==> config.mk <==
export PLATFORM = sky130hd
export DESIGN_NAME = pendulum_period_meter
export DESIGN_NICKNAME = d
export VERILOG_FILES = /design/src/rtl/pendulum_pkg.sv /design/src/rtl/sensor_debounce.sv /design/src/rtl/pendulum_period_meter.sv
export SDC_FILE = /design/constraint.sdc
export NUM_CORES = 1
export LEC_CHECK = 0
export CAP_MARGIN = 5
export CORE_MARGIN = 2
export CORE_UTILIZATION = 65
export CTS_CLUSTER_SIZE = 16
export DETAILED_ROUTE_END_ITERATION = 8
export GPL_ROUTABILITY_DRIVEN = 0
export GPL_TIMING_DRIVEN = 0
export PLACE_DENSITY = 0.85
export SYNTH_ARGS = -nofsm -noshare
export SYNTH_HDL_FRONTEND = slang
export SYNTH_SLANG_ARGS = --single-unit
==> constraint.sdc <==
create_clock -name CLK_50 -period 6.41 [get_ports CLK_50]
set_input_delay 0.641 -clock CLK_50 [delete_from_list [all_inputs] [get_ports CLK_50]]
set_output_delay 0.641 -clock CLK_50 [all_outputs]
set_load 0.01 [all_outputs]
==> src/rtl/pendulum_pkg.sv <==
`default_nettype none
// +------------------------------------------------------------------+
// | Module     : pendulum_pkg                                        |
// | Description: Shared FSM states and default timing constants.     |
// | Revision   : 1.0 - initial release                               |
// +------------------------------------------------------------------+
package pendulum_pkg;

  typedef enum logic [1:0] {
    WAIT_FIRST = 2'd0,
    WAIT_HALF  = 2'd1,
    WAIT_FULL  = 2'd2
  } meter_state_t;

  localparam int unsigned c_DEBOUNCE_US_DEF = 200;
  localparam int unsigned c_TIMEOUT_US_DEF  = 5000000;

endpackage
`default_nettype wire

==> src/rtl/sensor_debounce.sv <==
`default_nettype none
// +------------------------------------------------------------------+
// | Module     : sensor_debounce                                     |
// | Description: Two-flop photogate synchronizer plus time-based     |
// |              debouncer qualified on the microsecond timebase.    |
// | Revision   : 1.0 - initial release                               |
// +------------------------------------------------------------------+
module sensor_debounce
  import pendulum_pkg::*;
#(
  parameter int unsigned DEBOUNCE_US = c_DEBOUNCE_US_DEF
) (
  input  logic        CLK_50,
  input  logic        reset,
  input  logic [31:0] microseconds,
  input  logic        sensor_in,
  output logic        level
);

  logic        r_sync1;
  logic        r_sync2;
  logic        r_level;
  logic        r_pending;
  logic [31:0] r_t_first;
  logic [31:0] w_held;

  // Modulo-2^32 difference keeps qualification correct across timebase wrap.
  assign w_held = microseconds - r_t_first;

  always_ff @(posedge CLK_50) begin
    if (!reset) begin
      r_sync1   <= 1'b0;
      r_sync2   <= 1'b0;
      r_level   <= 1'b0;
      r_pending <= 1'b0;
      r_t_first <= '0;
    end else begin
      r_sync1 <= sensor_in;
      r_sync2 <= r_sync1;
      if (r_sync2 == r_level) begin
        r_pending <= 1'b0;
      end else if (!r_pending) begin
        r_pending <= 1'b1;
        r_t_first <= microseconds;
      end else if (w_held >= 32'(DEBOUNCE_US)) begin
        r_level   <= r_sync2;
        r_pending <= 1'b0;
      end
    end
  end

  assign level = r_level;

endmodule
`default_nettype wire

==> src/rtl/pendulum_period_meter.sv <==
`default_nettype none
// +------------------------------------------------------------------+
// | Module     : pendulum_period_meter                               |
// | Description: Measures full-swing pendulum period from a photogate|
// |              (two crossings per period), with stall timeout.     |
// |              Define PENDULUM_PERIOD_AVG_EN for a 4-period mean.  |
// | Revision   : 1.0 - initial release                               |
// +------------------------------------------------------------------+
module pendulum_period_meter
  import pendulum_pkg::*;
#(
  parameter int unsigned DEBOUNCE_US = c_DEBOUNCE_US_DEF,
  parameter int unsigned TIMEOUT_US  = c_TIMEOUT_US_DEF
) (
  input  logic        CLK_50,
  input  logic        reset,
  input  logic [31:0] microseconds,
  input  logic        sensor_in,
  output logic        crossing,
  output logic [31:0] period_us,
  output logic        period_valid,
  output logic        timeout
);

  meter_state_t r_state;
  meter_state_t w_state_next;

  logic        w_level;
  logic        r_level_d;
  logic        w_rise;
  logic        r_crossing;
  logic        r_valid;
  logic        r_timeout;
  logic [31:0] r_period;
  logic [31:0] r_t0;
  logic [31:0] r_last_cross;
  logic [31:0] w_period;
  logic [31:0] w_since_cross;
  logic        w_start;
  logic        w_capture;
  logic        w_timeout_hit;

`ifdef PENDULUM_PERIOD_AVG_EN
  logic [31:0] r_hist0;
  logic [31:0] r_hist1;
  logic [31:0] r_hist2;
  logic [1:0]  r_count;
  logic [33:0] w_sum;
  logic [31:0] w_avg;

  assign w_sum = {2'b00, w_period} + {2'b00, r_hist0} + {2'b00, r_hist1} + {2'b00, r_hist2};
  assign w_avg = 32'(w_sum >> 2);
`endif

  sensor_debounce #(
    .DEBOUNCE_US (DEBOUNCE_US)
  ) u_debounce (
    .CLK_50       (CLK_50),
    .reset        (reset),
    .microseconds (microseconds),
    .sensor_in    (sensor_in),
    .level        (w_level)
  );

  assign w_rise        = w_level & ~r_level_d;
  assign w_period      = microseconds - r_t0;
  assign w_since_cross = microseconds - r_last_cross;

  always_ff @(posedge CLK_50) begin
    if (!reset) r_state <= WAIT_FIRST;
    else        r_state <= w_state_next;
  end

  // A crossing always takes precedence over an expiring timeout.
  always_comb begin
    w_state_next  = r_state;
    w_start       = 1'b0;
    w_capture     = 1'b0;
    w_timeout_hit = 1'b0;
    case (r_state)
      WAIT_FIRST: begin
        if (w_rise) begin
          w_start      = 1'b1;
          w_state_next = WAIT_HALF;
        end
      end
      WAIT_HALF: begin
        if (w_rise) begin
          w_state_next = WAIT_FULL;
        end else if (w_since_cross > 32'(TIMEOUT_US)) begin
          w_timeout_hit = 1'b1;
          w_state_next  = WAIT_FIRST;
        end
      end
      WAIT_FULL: begin
        if (w_rise) begin
          w_capture    = 1'b1;
          w_state_next = WAIT_HALF;
        end else if (w_since_cross > 32'(TIMEOUT_US)) begin
          w_timeout_hit = 1'b1;
          w_state_next  = WAIT_FIRST;
        end
      end
      default: w_state_next = WAIT_FIRST;
    endcase
  end

  always_ff @(posedge CLK_50) begin
    if (!reset) begin
      r_level_d    <= 1'b0;
      r_crossing   <= 1'b0;
      r_valid      <= 1'b0;
      r_timeout    <= 1'b0;
      r_period     <= '0;
      r_t0         <= '0;
      r_last_cross <= '0;
`ifdef PENDULUM_PERIOD_AVG_EN
      r_hist0      <= '0;
      r_hist1      <= '0;
      r_hist2      <= '0;
      r_count      <= '0;
`endif
    end else begin
      r_level_d  <= w_level;
      r_crossing <= w_rise;
      r_valid    <= 1'b0;
      if (w_rise) begin
        r_last_cross <= microseconds;
        r_timeout    <= 1'b0;
      end else if (w_timeout_hit) begin
        r_timeout <= 1'b1;
      end
      if (w_start || w_capture) r_t0 <= microseconds;
`ifdef PENDULUM_PERIOD_AVG_EN
      // Window restarts after a timeout; output only once four periods exist.
      if (w_timeout_hit) begin
        r_count <= '0;
      end else if (w_capture) begin
        r_hist2 <= r_hist1;
        r_hist1 <= r_hist0;
        r_hist0 <= w_period;
        if (r_count == 2'd3) begin
          r_period <= w_avg;
          r_valid  <= 1'b1;
        end else begin
          r_count <= r_count + 2'd1;
        end
      end
`else
      if (w_capture) begin
        r_period <= w_period;
        r_valid  <= 1'b1;
      end
`endif
    end
  end

  assign crossing     = r_crossing;
  assign period_us    = r_period;
  assign period_valid = r_valid;
  assign timeout      = r_timeout;

endmodule
`default_nettype wire

=== After elaboration in Yosys (flattened, before gate mapping) ===
Cells that the tools add are included.

* Word-level logic and storage cells: 48
* Output and inout port bits: 35
* Bits in registers: 138
* Input bits: 35

* Bitwise logic cells: 5
* Order comparisons: 2
* Mux-type cells: 14
* $add $sub $neg: 3
* Reductions and logical operators: 7
* Eq/ne operators: 4

{| class="wikitable"
|+ Operators by type and width
! kind !! number
|-
| subtractor 32 bit || 3
|-
| >= comparator 32 x 8 -> 1 bit (second input constant) || 1
|-
| > comparator 32 x 23 -> 1 bit (second input constant) || 1
|-
| 2-to-1 mux 1 bit || 9
|-
| 2-to-1 mux 2 bit || 4
|-
| one-hot mux 2 bit (3 select lines) || 1
|-
| OR reduction 2 bit || 3
|-
| inverter 1 bit || 4
|-
| AND reduction 3 bit || 1
|-
| == test 2 x 1 -> 1 bit (second input constant) || 1
|-
| == test 2 bit (second input constant) || 1
|-
| logical NOT 2 bit || 1
|-
| inequality test 2 bit (second input constant) || 1
|-
| AND reduction 2 bit || 1
|-
| AND 1 bit || 1
|-
| == test 1 bit || 1
|-
| logical OR 1 bit || 1
|}

=== Logic depth before layout (Yosys ltp) ===
* Word-level depth: 5
* Gate-level depth with buffers: 14
* Depth with buffers taken out: 14

=== Hierarchy ===
A second synthesis with hierarchy kept.

* Cell total of the unflattened synthesis: 1387
* Area, all modules: 10727.8 um^2

{| class="wikitable"
|+ Modules (own cells, without submodules)
! module !! area each (um^2) !! seq. area each (um^2) !! instances !! cells an instance
|-
| pendulum_period_meter || 7447.1 || 2042.0 || 1 || 935
|-
| sensor_debounce || 3280.6 || 720.7 || 1 || 452
|}

=== Worst setup path after synthesis ===
No wires, ideal clock.

* Path type: input-to-reg
* Start point: input port microseconds[0]
* End point: register u_debounce.r_level, in the netlist u_debounce.level
* Arrival: 3624 ps
* Setup time: 72 ps
* Path buffers: 0
* Stages on the path: 14
* Required time: 6338 ps
* Path slack: 2714 ps
* Path through: inv_1 -> ha_1 -> fa_1 -> nor2b_1 -> o221ai_1 -> o21ai_1 -> o22ai_2 -> nor4_1 -> o311ai_1 -> a21oi_1 -> xor2_1 -> or4_1 -> o41ai_2 -> mux2i_1

* Word-level cells in the longest chain between the ends: 3

{| class="wikitable"
|+ RTL lines
! item !! RTL line !! source
|-
| start, declared || pendulum_period_meter.sv:17 || <nowiki>input logic [31:0] microseconds,</nowiki>
|-
| subtractor 32 bit || sensor_debounce.sv:28 || <nowiki>assign w_held = microseconds - r_t_first;</nowiki>
|-
| >= comparator 32 x 8 -> 1 bit || sensor_debounce.sv:45 || <nowiki>end else if (w_held >= 32'(DEBOUNCE_US)) begin</nowiki>
|-
| AND reduction 3 bit (no line) || n/a ||
|-
| end signal, assigned || sensor_debounce.sv:46 || <nowiki>r_level <= r_sync2;</nowiki>
|-
| end, declared || sensor_debounce.sv:22 || <nowiki>logic r_level;</nowiki>
|}

Every way passes these cells.
A chain may end at the register's enable or synchronous reset.

=== Worst setup path in the final report ===
* Start point: input port microseconds[1]
* End point: register u_debounce.r_level, in the netlist u_debounce.level

Same word-level chain as after synthesis.

==> metrics <==
YS warnings 0; hpwl dp about 21,000 um; Final Hold Viols 0; number of vias per cell 6.03; post-route setup slack 1.73 ns; global-route total usage across every layer 31.6%; Post-Synthesis Mean Instance Area 7.51 um2; Final Power between 0.002 and 0.0025 W; worst-margin pin slew 0.688 ns; register area share after synthesis 25.6%; clk_skew 0.00758 ns; crit path max fanout 7; minimum clock period about 4.7 ns; TritonCTS buffer count 17; Slew Limit Fails 0; via count 10,600; Setup Fix Bufs, Post-CTS 0; fin crit share 72.9%; Starting Density 65.7%; CP endpoint kind flop; number of global-route vias before repair 9,709; synth top area cells dfxtp_1 (26%), ha_1 (11%), nand2_1 (9.3%), a21boi_0 (6.9%), inv_1 (4.3%); DR WL/cell 15.9 um; Place WS ~1.5 ns; first-pass GRT wire length roughly 46,000 um; Fmax 0.214 GHz; Root Buffer clkbuf_16; cells resized by post-CTS repair 0; share of layout cells above drive strength 1 3.98%; setup violators final 0; largest net degree at the start of global routing 17; initial antenna violation count 0; Leak 4.58 nW; H-tree depth 4; Detailed Route Iter0 Violations 803; required time of the critical path between 6 and 7 ns; hold_buf cts 0; Worst-Skew Late Latency 0.43 ns; CP arrival between 5 and 6 ns; Die Area 17,600 um2; Antenna Nets Post-Route 0; NumNets Final around 1,700; CTS tree built; Congestion Overflow GR 0; row count 47; power density over the cells 199 nW/um2; dpl cell area between 10,000 and 15,000 um2; status complete, no violations; FFs w/ async S/R, synth 0%; area share of the largest cell type after synthesis 25.6%; R2R depth 13; fin cells 1,753; PortBufs 67; Post-Syn Nets between 1,500 and 2,000; DP Cell Count 1,723; RSZ-0062 raised after global routing no; maximum vdd drop 0.000193 V; Cells after Synth 1,436; Post-synth EDFFs 0; WL final around 28,000 um; Syn Std Cell Area 10,800 um2; drt first pass iters 6; kind of critical path in2reg; HP Class reg2reg; Setup crit start kind input pin; CTS Buffer Depth 2; die width 133 um; prevailing post-synth register cell dfxtp_1; clk sinks 138; register bit total from synthesis 138; drt drc 0; core area 16,400 um2; n_diodes 0; Hold Path Stages 1; Max Cap Viol 0; IO Pins 70; Netlist cell types 89; Syn-to-layout area delta 14.6%; post-route cell area 12,400 um2; Synth area leader dfxtp_1; Slew headroom 53.4%; Die H 133 um; Setup TNS 0 ns; Worst-path clk slew ~0.060 ns
[layout by cell type, fill, tap and decap left out, types with 27 or more instances in the layout]
master | netlist | final
a21boi_0 | 99 | 99
a21o_1 | 33 | 33
a21oi_1 | 71 | 71
and2_1 | 34 | 34
clkbuf_1 | 51 | 54
clkdlybuf4s50_1 | 0 | 67
dfxtp_1 | 138 | 138
ha_1 | 97 | 97
inv_1 | 123 | 123
nand2_1 | 267 | 267
nand3_1 | 30 | 30
nor2_1 | 65 | 65
o21ai_0 | 67 | 67
xnor2_1 | 27 | 27
[layout make-up]
| class | instances | area [um2] |
|---|---|---|
| Multi-Input combinational cell | 1114 | 7280 |
| Fill cell | 1253 | 4050 |
| Sequential cell | 138 | 2760 |
| Timing Repair Buffer | 67 | 671 |
| Clock buffer | 22 | 464 |
| Inverter | 123 | 462 |
| Tap cell | 220 | 275 |
| Buffer | 61 | 274 |
| Clock inverter | 8 | 168 |
[per-stage QoR]
stage	hold slack, ns	util (%)
floorplan	0.412	-
global placement	0.430	71.5
detailed placement	0.427	71.5
CTS	0.443	75.3
global route	0.467	75.3
finish	0.442	75.3
[layer usage]
metal / up-vias / GRT usage [%] / wire, um
met2: 428 / 53.5 / 13200
met5: - / 0 / 0
li1: 5211 / - / -
met1: 4861 / 40.8 / 11900
met3: 74 / 4.44 / 1910
met4: 0 / 12.4 / 783
[worst paths after layout]
kind | slack (ns) | from | to
worst max-delay path | 1.73 | microseconds[1] | u_debounce.level$_SDFFE_PN0P_
worst min-delay path | 0.44 | u_debounce.r_sync1$_SDFF_PN0_ | u_debounce.r_sync2$_SDFF_PN0_
worst min register to register | 0.44 | u_debounce.r_sync1$_SDFF_PN0_ | u_debounce.r_sync2$_SDFF_PN0_
worst max register to register | 2.46 | u_debounce.r_t_first[0]$_SDFFE_PN0P_ | u_debounce.level$_SDFFE_PN0P_
[critical path, stage by stage]
cell             delay [ns]
clkdlybuf4s50_1        0.70
inv_1                  0.24
fa_1                   0.46
nor2b_1                0.21
o221ai_1               0.22
o21ai_1                0.28
o22ai_2                0.19
nor4_1                 0.52
o311ai_1               0.17
a21oi_1                0.21
xor2_1                 0.09
or4_1                  0.53
o41ai_2                0.35
mux2i_1                0.23
[cell families (layout without fill, tap and decap cells)]
| logic type | after synthesis | count (layout) | share of synthesized area, % |
|---|---|---|---|
| DFF | 138 | 138 | 25.6 |
| adders and majority gates | 100 | 100 | 11.8 |
| AOI/OAI and AO/OA | 432 | 432 | 28.2 |
| xor gates and xnor gates | 52 | 52 | 4.22 |
| buffers and inverters | 184 | 281 | 6.82 |
| and+or+nand+nor | 521 | 521 | 22.5 |
| muxes | 9 | 9 | 0.847 |
[sequential cells by signal, indices dropped and copies added (netlist names)]
signal / flops
crossing: 1
u_debounce.r_sync1: 1
r_t0: 32
u_debounce.r_t_first: 32
r_level_d: 1
period_us: 32
u_debounce.r_sync2: 1
r_last_cross: 32
r_state: 2
u_debounce.r_pending: 1
period_valid: 1
u_debounce.level: 1
timeout: 1
[where the power goes]
part	internal (W)	switching [W]	total (W)
Sequential	0.000868	0.00000562	0.000874
Clock	0.000705	0.000364	0.00107
Combinational	0.000211	0.000308	0.000519
Total	0.00178	0.000678	0.00246
[synth_stat cells, drive strengths merged (6+ instances only)]
master and instances:
nand4 11, o21a 19, a21o 33, nand2 267
xor2 25, a31oi 15, a21boi 102, o211a 6
nor2 65, or3 10, nor3b 7, nand2b 17
ha 97, nand3 30, nor3 24, buf 9
clkbuf 51, nor2b 16, o21ai 74, and2 36
a211oi 18, mux2i 8, o22ai 6, o211ai 13
inv 123, dfxtp 138, a2111oi 6, a21oi 72
and3 16, xnor2 27, o2111ai 6, o21bai 7
Power figures use the tool's default switching activity.
